### src/rtl/hazard_stall_unit.sv
// ID/EX hazard unit: load-use bubbles, multi-cycle EX holds and flushes.
// Optional HAZARD_STALL_PERF_EN adds a bubble/hold cycle counter.
module hazard_stall_unit #(
   parameter int CTRL_W = 10,
   parameter int AW     = 5,
   parameter int CNT_W  = 4
) (
   input  logic              clk,
   input  logic              rst,
   input  logic [CTRL_W-1:0] ctrl_id,
   input  logic              id_memread,
   input  logic [AW-1:0]     id_rd,
   input  logic [AW-1:0]     id_rs1,
   input  logic [AW-1:0]     id_rs2,
   input  logic              id_uses_rs2,
   input  logic              mc_req,
   input  logic [CNT_W-1:0]  mc_len,
   input  logic              flush,
   output logic [CTRL_W-1:0] ex_ctrl,
   output logic [AW-1:0]     ex_rd,
   output logic              ex_memread,
   output logic              ex_hold,
   output logic              pc_en,
   output logic              ifid_en,
   output logic              ifid_flush,
   output logic              bubble,
   output logic [1:0]        state,
   output logic [CNT_W-1:0]  stall_cnt,
   output logic [15:0]       bubble_count
);

   typedef enum logic [1:0] {
      RUN      = 2'd0,
      MC_STALL = 2'd1,
      RSV2     = 2'd2,
      RSV3     = 2'd3
   } st_t;

   st_t state_q;
   logic lu;
   logic mc_go;

   assign state = state_q;

   assign lu = ex_memread && (ex_rd != '0) &&
               ((ex_rd == id_rs1) ||
                (id_uses_rs2 && (ex_rd == id_rs2)));

   assign mc_go = mc_req && (mc_len >= CNT_W'(2));

   always_comb begin
      pc_en      = 1'b1;
      ifid_en    = 1'b1;
      ifid_flush = 1'b0;
      bubble     = 1'b0;
      ex_hold    = 1'b0;
      if (rst) begin
         pc_en      = 1'b0;
         ifid_en    = 1'b0;
         ifid_flush = 1'b1;
         bubble     = 1'b1;
      end else if (flush) begin
         ifid_flush = 1'b1;
         bubble     = 1'b1;
      end else if (state_q == MC_STALL) begin
         pc_en   = 1'b0;
         ifid_en = 1'b0;
         ex_hold = 1'b1;
      end else if (lu) begin
         pc_en   = 1'b0;
         ifid_en = 1'b0;
         bubble  = 1'b1;
      end
   end

   always_ff @(posedge clk) begin
      if (rst || flush) begin
         ex_ctrl    <= '0;
         ex_rd      <= '0;
         ex_memread <= 1'b0;
         stall_cnt  <= '0;
         state_q    <= RUN;
      end else if (state_q == MC_STALL) begin
         // EX registers keep the multi-cycle op until the count drains
         if (stall_cnt <= CNT_W'(1)) begin
            stall_cnt <= '0;
            state_q   <= RUN;
         end else begin
            stall_cnt <= stall_cnt - CNT_W'(1);
         end
      end else if (lu) begin
         ex_ctrl    <= '0;
         ex_rd      <= '0;
         ex_memread <= 1'b0;
         state_q    <= RUN;
      end else begin
         ex_ctrl    <= ctrl_id;
         ex_rd      <= id_rd;
         ex_memread <= id_memread;
         if (mc_go) begin
            state_q   <= MC_STALL;
            stall_cnt <= mc_len - CNT_W'(1);
         end else begin
            state_q <= RUN;
         end
      end
   end

`ifdef HAZARD_STALL_PERF_EN
   logic [15:0] bc_q;

   always_ff @(posedge clk) begin
      if (rst) begin
         bc_q <= '0;
      end else if ((bubble || ex_hold) && (bc_q != 16'hFFFF)) begin
         bc_q <= bc_q + 16'd1;
      end
   end

   assign bubble_count = bc_q;
`else
   assign bubble_count = 16'h0000;
`endif

endmodule

### config.mk
export PLATFORM = sky130hd
export DESIGN_NAME = hazard_stall_unit
export DESIGN_NICKNAME = d
export VERILOG_FILES = /design/src/rtl/hazard_stall_unit.sv
export SDC_FILE = /design/constraint.sdc
export NUM_CORES = 1
export LEC_CHECK = 0
export ABC_CLOCK_PERIOD_IN_PS = 3200
export BUFFER_PORTS_ARGS = -buffer_cell sky130_fd_sc_hd__buf_2
export CORE_ASPECT_RATIO = 1.5
export CORE_UTILIZATION = 35
export CTS_CLUSTER_DIAMETER = 120
export DETAILED_ROUTE_END_ITERATION = 8
export GPL_TIMING_DRIVEN = 0
export HOLD_SLACK_MARGIN = 0.08
export PLACE_DENSITY = 0.66
export SLEW_MARGIN = 25
export SYNTH_ARGS = -nofsm -noshare
export SYNTH_HDL_FRONTEND = slang
export SYNTH_SLANG_ARGS = --single-unit
### constraint.sdc
create_clock -name clk -period 3.2 [get_ports clk]
set_clock_uncertainty 0.05 [all_clocks]
set_input_delay 0.48 -clock clk [delete_from_list [all_inputs] [get_ports clk]]
set_output_delay 0.48 -clock clk [all_outputs]
set_load 0.02 [all_outputs]
Word level (Yosys, flattened, before mapping):

Cells that the tools add are included.

* flip-flop bits (word level): 22
* output and inout bits: 43
* logic and storage cells: 47

* $add $sub $neg: 2
* $lt $le $gt $ge: 2
* equal/unequal tests: 5
* mux-type cells: 24
* reductions and logical operators: 9

Operator list (count)
* two-way mux 1 bit: 16
* two-way mux 4 bit: 4
* equality test 5 bit: 2
* two-way mux 10 bit: 1
* subtractor 4 x 1 -> 4 bit (second input constant): 2
* two-way mux 5 bit: 1
* nonzero test 5 bit: 1
* greater-or-equal comparator 4 x 2 -> 1 bit (second input constant): 1
* less-or-equal comparator 4 x 1 -> 1 bit (second input constant): 1
* logical AND 1 bit: 4
* two-way mux 2 bit: 2
* != test 2 x 1 -> 1 bit (second input constant): 2
* equality test 2 x 1 -> 1 bit (second input constant): 1
* logical OR 1 bit: 2
* AND reduction 2 bit: 1
* nonzero test 2 bit: 1

Depth between registers and ports, before layout:

* depth after elaboration: 8
* depth in mapped cells: 7
* gate-level depth less buffers: 7

Worst setup path after synthesis:

Ideal clock, no wire load.

* path type: register -> output
* start point: register ex_rd[1]
* end point: output port pc_en
* data arrival time: 2.206 ns
* data required time: 2.670 ns
* slack: 0.464 ns
* cell stages (with the launch flop): 6
* path buffers: 1
* cells stage by stage: dfxtp_1 > or4_4 > o21a_4 > and2_1 > o31ai_1 > buf_4

* word-level cells in the longest chain between the ends: 8
* elaborated cells on any way between the ends: 11
* those cells by class: eq/ne: 2; mux: 4; reduce/logical: 5

Ends and longest elaborated chain
* start, declared: RTL line 20 `output logic [AW-1:0] ex_rd,`
* start signal, assigned: RTL line 98 `ex_rd <= id_rd;`
* equality test 5 bit: RTL line 47 `(id_uses_rs2 && (ex_rd == id_rs2)));`
* logical AND 1 bit: RTL line 47
* logical OR 1 bit: RTL line 46 `((ex_rd == id_rs1) ||`
* logical AND 1 bit (*): RTL line 45 `assign lu = ex_memread && (ex_rd != '0) &&`
* two-way mux 1 bit (*) (4 in a row)
* end, declared: RTL line 23 `output logic pc_en,`

Mark *: on every way between the ends. The rest lies on a longest branch, timed or not.

Worst setup path in the final report:

* start point: register ex_rd[0]
* end point: output port bubble

* word-level cells in the longest chain between the ends: 8
* elaborated cells on any way between the ends: 11
* those cells by class: eq/ne: 2; mux: 4; reduce/logical: 5

Ends and longest elaborated chain
* equality test 5 bit: RTL line 47
* logical AND 1 bit: RTL line 47
* logical OR 1 bit: RTL line 46
* logical AND 1 bit (*): RTL line 45
* two-way mux 1 bit (*): RTL line 69 `end else if (lu) begin`
* two-way mux 1 bit (*): RTL line 65 `end else if (state_q == MC_STALL) begin`
* two-way mux 1 bit (*): RTL line 62 `end else if (flush) begin`
* two-way mux 1 bit (*): RTL line 57 `if (rst) begin`
* end, declared: RTL line 26 `output logic bubble,`

Marked as above.

==> out/qor.txt <==
CTS root buffer = clkbuf_8
first-pass GRT wire length = 5460 um
Power Total = 633 uW
leakage power = 0.000842 uW
Avg Synthesized Cell Area = 8.23 um^2
Cells after Synth = 163
Synthesis Warnings = 0
# nets final = 283
# setup viols final = 0
synthesized cell area = 0.00134 mm^2
placed inst area = 0.00176 mm^2
share of cells above drive strength 1 = 35.8%
Clock Path Buffers = 2
final antenna-violating net count = 0
# port buffers = 60
Peak supply drop = 0.195 mV
Tmin final = 2720 ps
reg-to-reg endpoint = ex_rd[2]$_SDFFE_PP0N_
Synth top area share = 31.3%
final max-slew violation count = 0
crit path to = bubble
Critical Path Start Type = flop
Slew @ Worst Pin = 782 ps
DR vias = 1457
fin area = 0.00181 mm^2
Max H-tree Level = 1
Area contributors post-synth = dfxtp_1 31%, buf_4 10%, nand3_1 8.6%
final hold vios = 0
Worst setup startpoint = ex_rd[0]$_SDFFE_PP0N_
Die Footprint = 0.00409 mm^2
boundary pin count = 78
flops & latches, synth = 21
CP Class = reg -> out
number of flops mapped to enable cells by yosys = 0
total CTS buffers = 3
crit path DAT = 2190 ps
setup tns final = 0 ps
DR WL met2 = 1750 um
WL/cell = 11.9 um
chip width = 52.5 um
Die Height = 77.8 um
clk slew on worst S/H paths = 70 ps
FF-to-FF setup slack = 1190 ps
initial antenna violation count = 0
CTS tree = yes
Top FF cell, synth = dfxtp_1
worst hold-check path type = in -> reg
outcome = finished clean
count of different cell masters after synthesis = 40
vias in the first global route = 1277
# rows = 27
Worst EP required = 2670 ps
Worst R2R Start = ex_rd[0]$_SDFFE_PP0N_
GP Congestion = 0.845
Iter 0 DRT Violations = 16
Slew HR = 47.3%
routed wl met3 = 197 um
Total Routing Usage GR = 17.2%
Core ar. = 0.00368 mm^2
ant diodes = 0
HPWL Detailed = 2640 um
R2R cell count = 5
Pre-Repair DR Iteration Count = 4
area grow syn2layout = 34.8%
async set-or-reset flop fraction in the synthesized netlist = 0%
max layer used = met4
Post-CTS Resized = 0
DRT met1 WL = 1430 um
total grt overflow = 0
final period utilization = 85.1%
pwr dens = 350 mW/mm^2
clock sinks = 21
Seq/Total Area, Yosys = 31.3%
largest area contributor in the netlist = dfxtp_1
final wirelength = 3400 um
Max Fclk = 0.367 GHz
crit-path max FO = 8
crit end category = output port
Residual DRC = 0
max cap viols = 0
largest net degree at the start of global routing = 12
Avg Vias per Cell = 5.09
Starting Density = 36.4%
post-CTS setup buffer count = 0
Hold Buf Count CTS = 0
RSZ-0062 raised after global routing = false
Skew-Pair Late Insertion Delay = 250 ps
## worst min-delay path by stage
stage	slack, ps	to	start	depth (start not counted)
3_5_place_dp	420	ex_ctrl[7]$_SDFFE_PP0N_	ex_ctrl[7]$_SDFFE_PP0N_	2
3_3_place_gp	420	ex_ctrl[1]$_SDFFE_PP0N_	ex_ctrl[1]$_SDFFE_PP0N_	2
5_1_grt	410	ex_rd[4]$_SDFFE_PP0N_	id_rd[4]	2
6_report	410	ex_rd[1]$_SDFFE_PP0N_	id_rd[1]	2
2_1_floorplan	520	ex_ctrl[1]$_SDFFE_PP0N_	ex_ctrl[1]$_SDFFE_PP0N_	2
4_1_cts	410	ex_rd[4]$_SDFFE_PP0N_	id_rd[4]	2
## cells in the mapped netlist, types with 2 or more instances
cell type and n:
nor2_1 4, nor4_1 2, xnor2_1 11, nand4_1 3, o21ai_0 13, ha_1 4
a32o_1 6, nor3_1 5, dfxtp_1 21, nand2_1 9, o311ai_0 3, o31a_1 2
clkbuf_1 6, o31ai_1 2, buf_4 18, nand3_1 23, inv_1 6, o22ai_1 2
mux2i_1 2
## routing by layer
layer	GRT usage, %	vias to the layer above
li1	-	726
met1	19.6	669
met2	31.4	58
met3	1.76	4
met4	5.79	0
met5	0	-
## cell families after synthesis
group                      synth area share, %
and+or+nand+nor                           21.9
AOI/OAI and AO/OA                         20.0
buffers and inverters                     14.1
DFF                                       31.3
xor gates and xnor gates                  7.18
adders and majority gates                 3.73
muxes                                     1.49
other                                    0.280
## worst max-delay path: stages, from the launching register on
cell	delay, ps
dfxtp_1	460
xnor2_1	150
nand3_1	90
o22ai_1	490
nand2_1	330
o21ai_0	220
buf_2	190
## cell type report
cell class                 instances  area [um^2]
buffer                            25          163
multi-input combinational        126          800
sequential                        21          420
inverter                           7         26.3
fill                             402         1870
clock buffer                       4         45.0
tap                               43         53.8
timing repair buffer              60          300
## sequential cells by signal, indices dropped and copies added, names as in the netlist
register	count
ex_ctrl	10
stall_cnt	4
state	1
ex_memread	1
ex_rd	5
## placed cells by master (no fill, tap or decap), drive strengths merged, types with 4 or more instances in the layout
cell type	netlist	final
a32o	6	6
buf	19	79
clkbuf	6	10
conb	1	17
dfxtp	21	21
ha	4	4
inv	6	6
nand2	9	9
nand3	23	23
nor2	5	5
nor3	5	5
o21ai	13	13
xnor2	11	11
## where the power goes
group / switching [uW] / total, uW / internal, uW
Clock: 77.7 / 166 / 88.4
Combinational: 100 / 177 / 76.1
Sequential: 15.5 / 290 / 275
Total: 194 / 633 / 439
## stage by stage
stage / util (%) / cells / hold slack [ps] / setup slack [ps]
2_1_floorplan: - / 179 / 515 / 464
5_1_grt: 49.1 / 286 / 406 / 239
3_3_place_gp: 47.7 / 282 / 415 / 509
6_report: 49.1 / 286 / 414 / 476
4_1_cts: 49.1 / 286 / 408 / 423
3_5_place_dp: 47.9 / 282 / 420 / 580
Power figures use the tool's default switching activity.
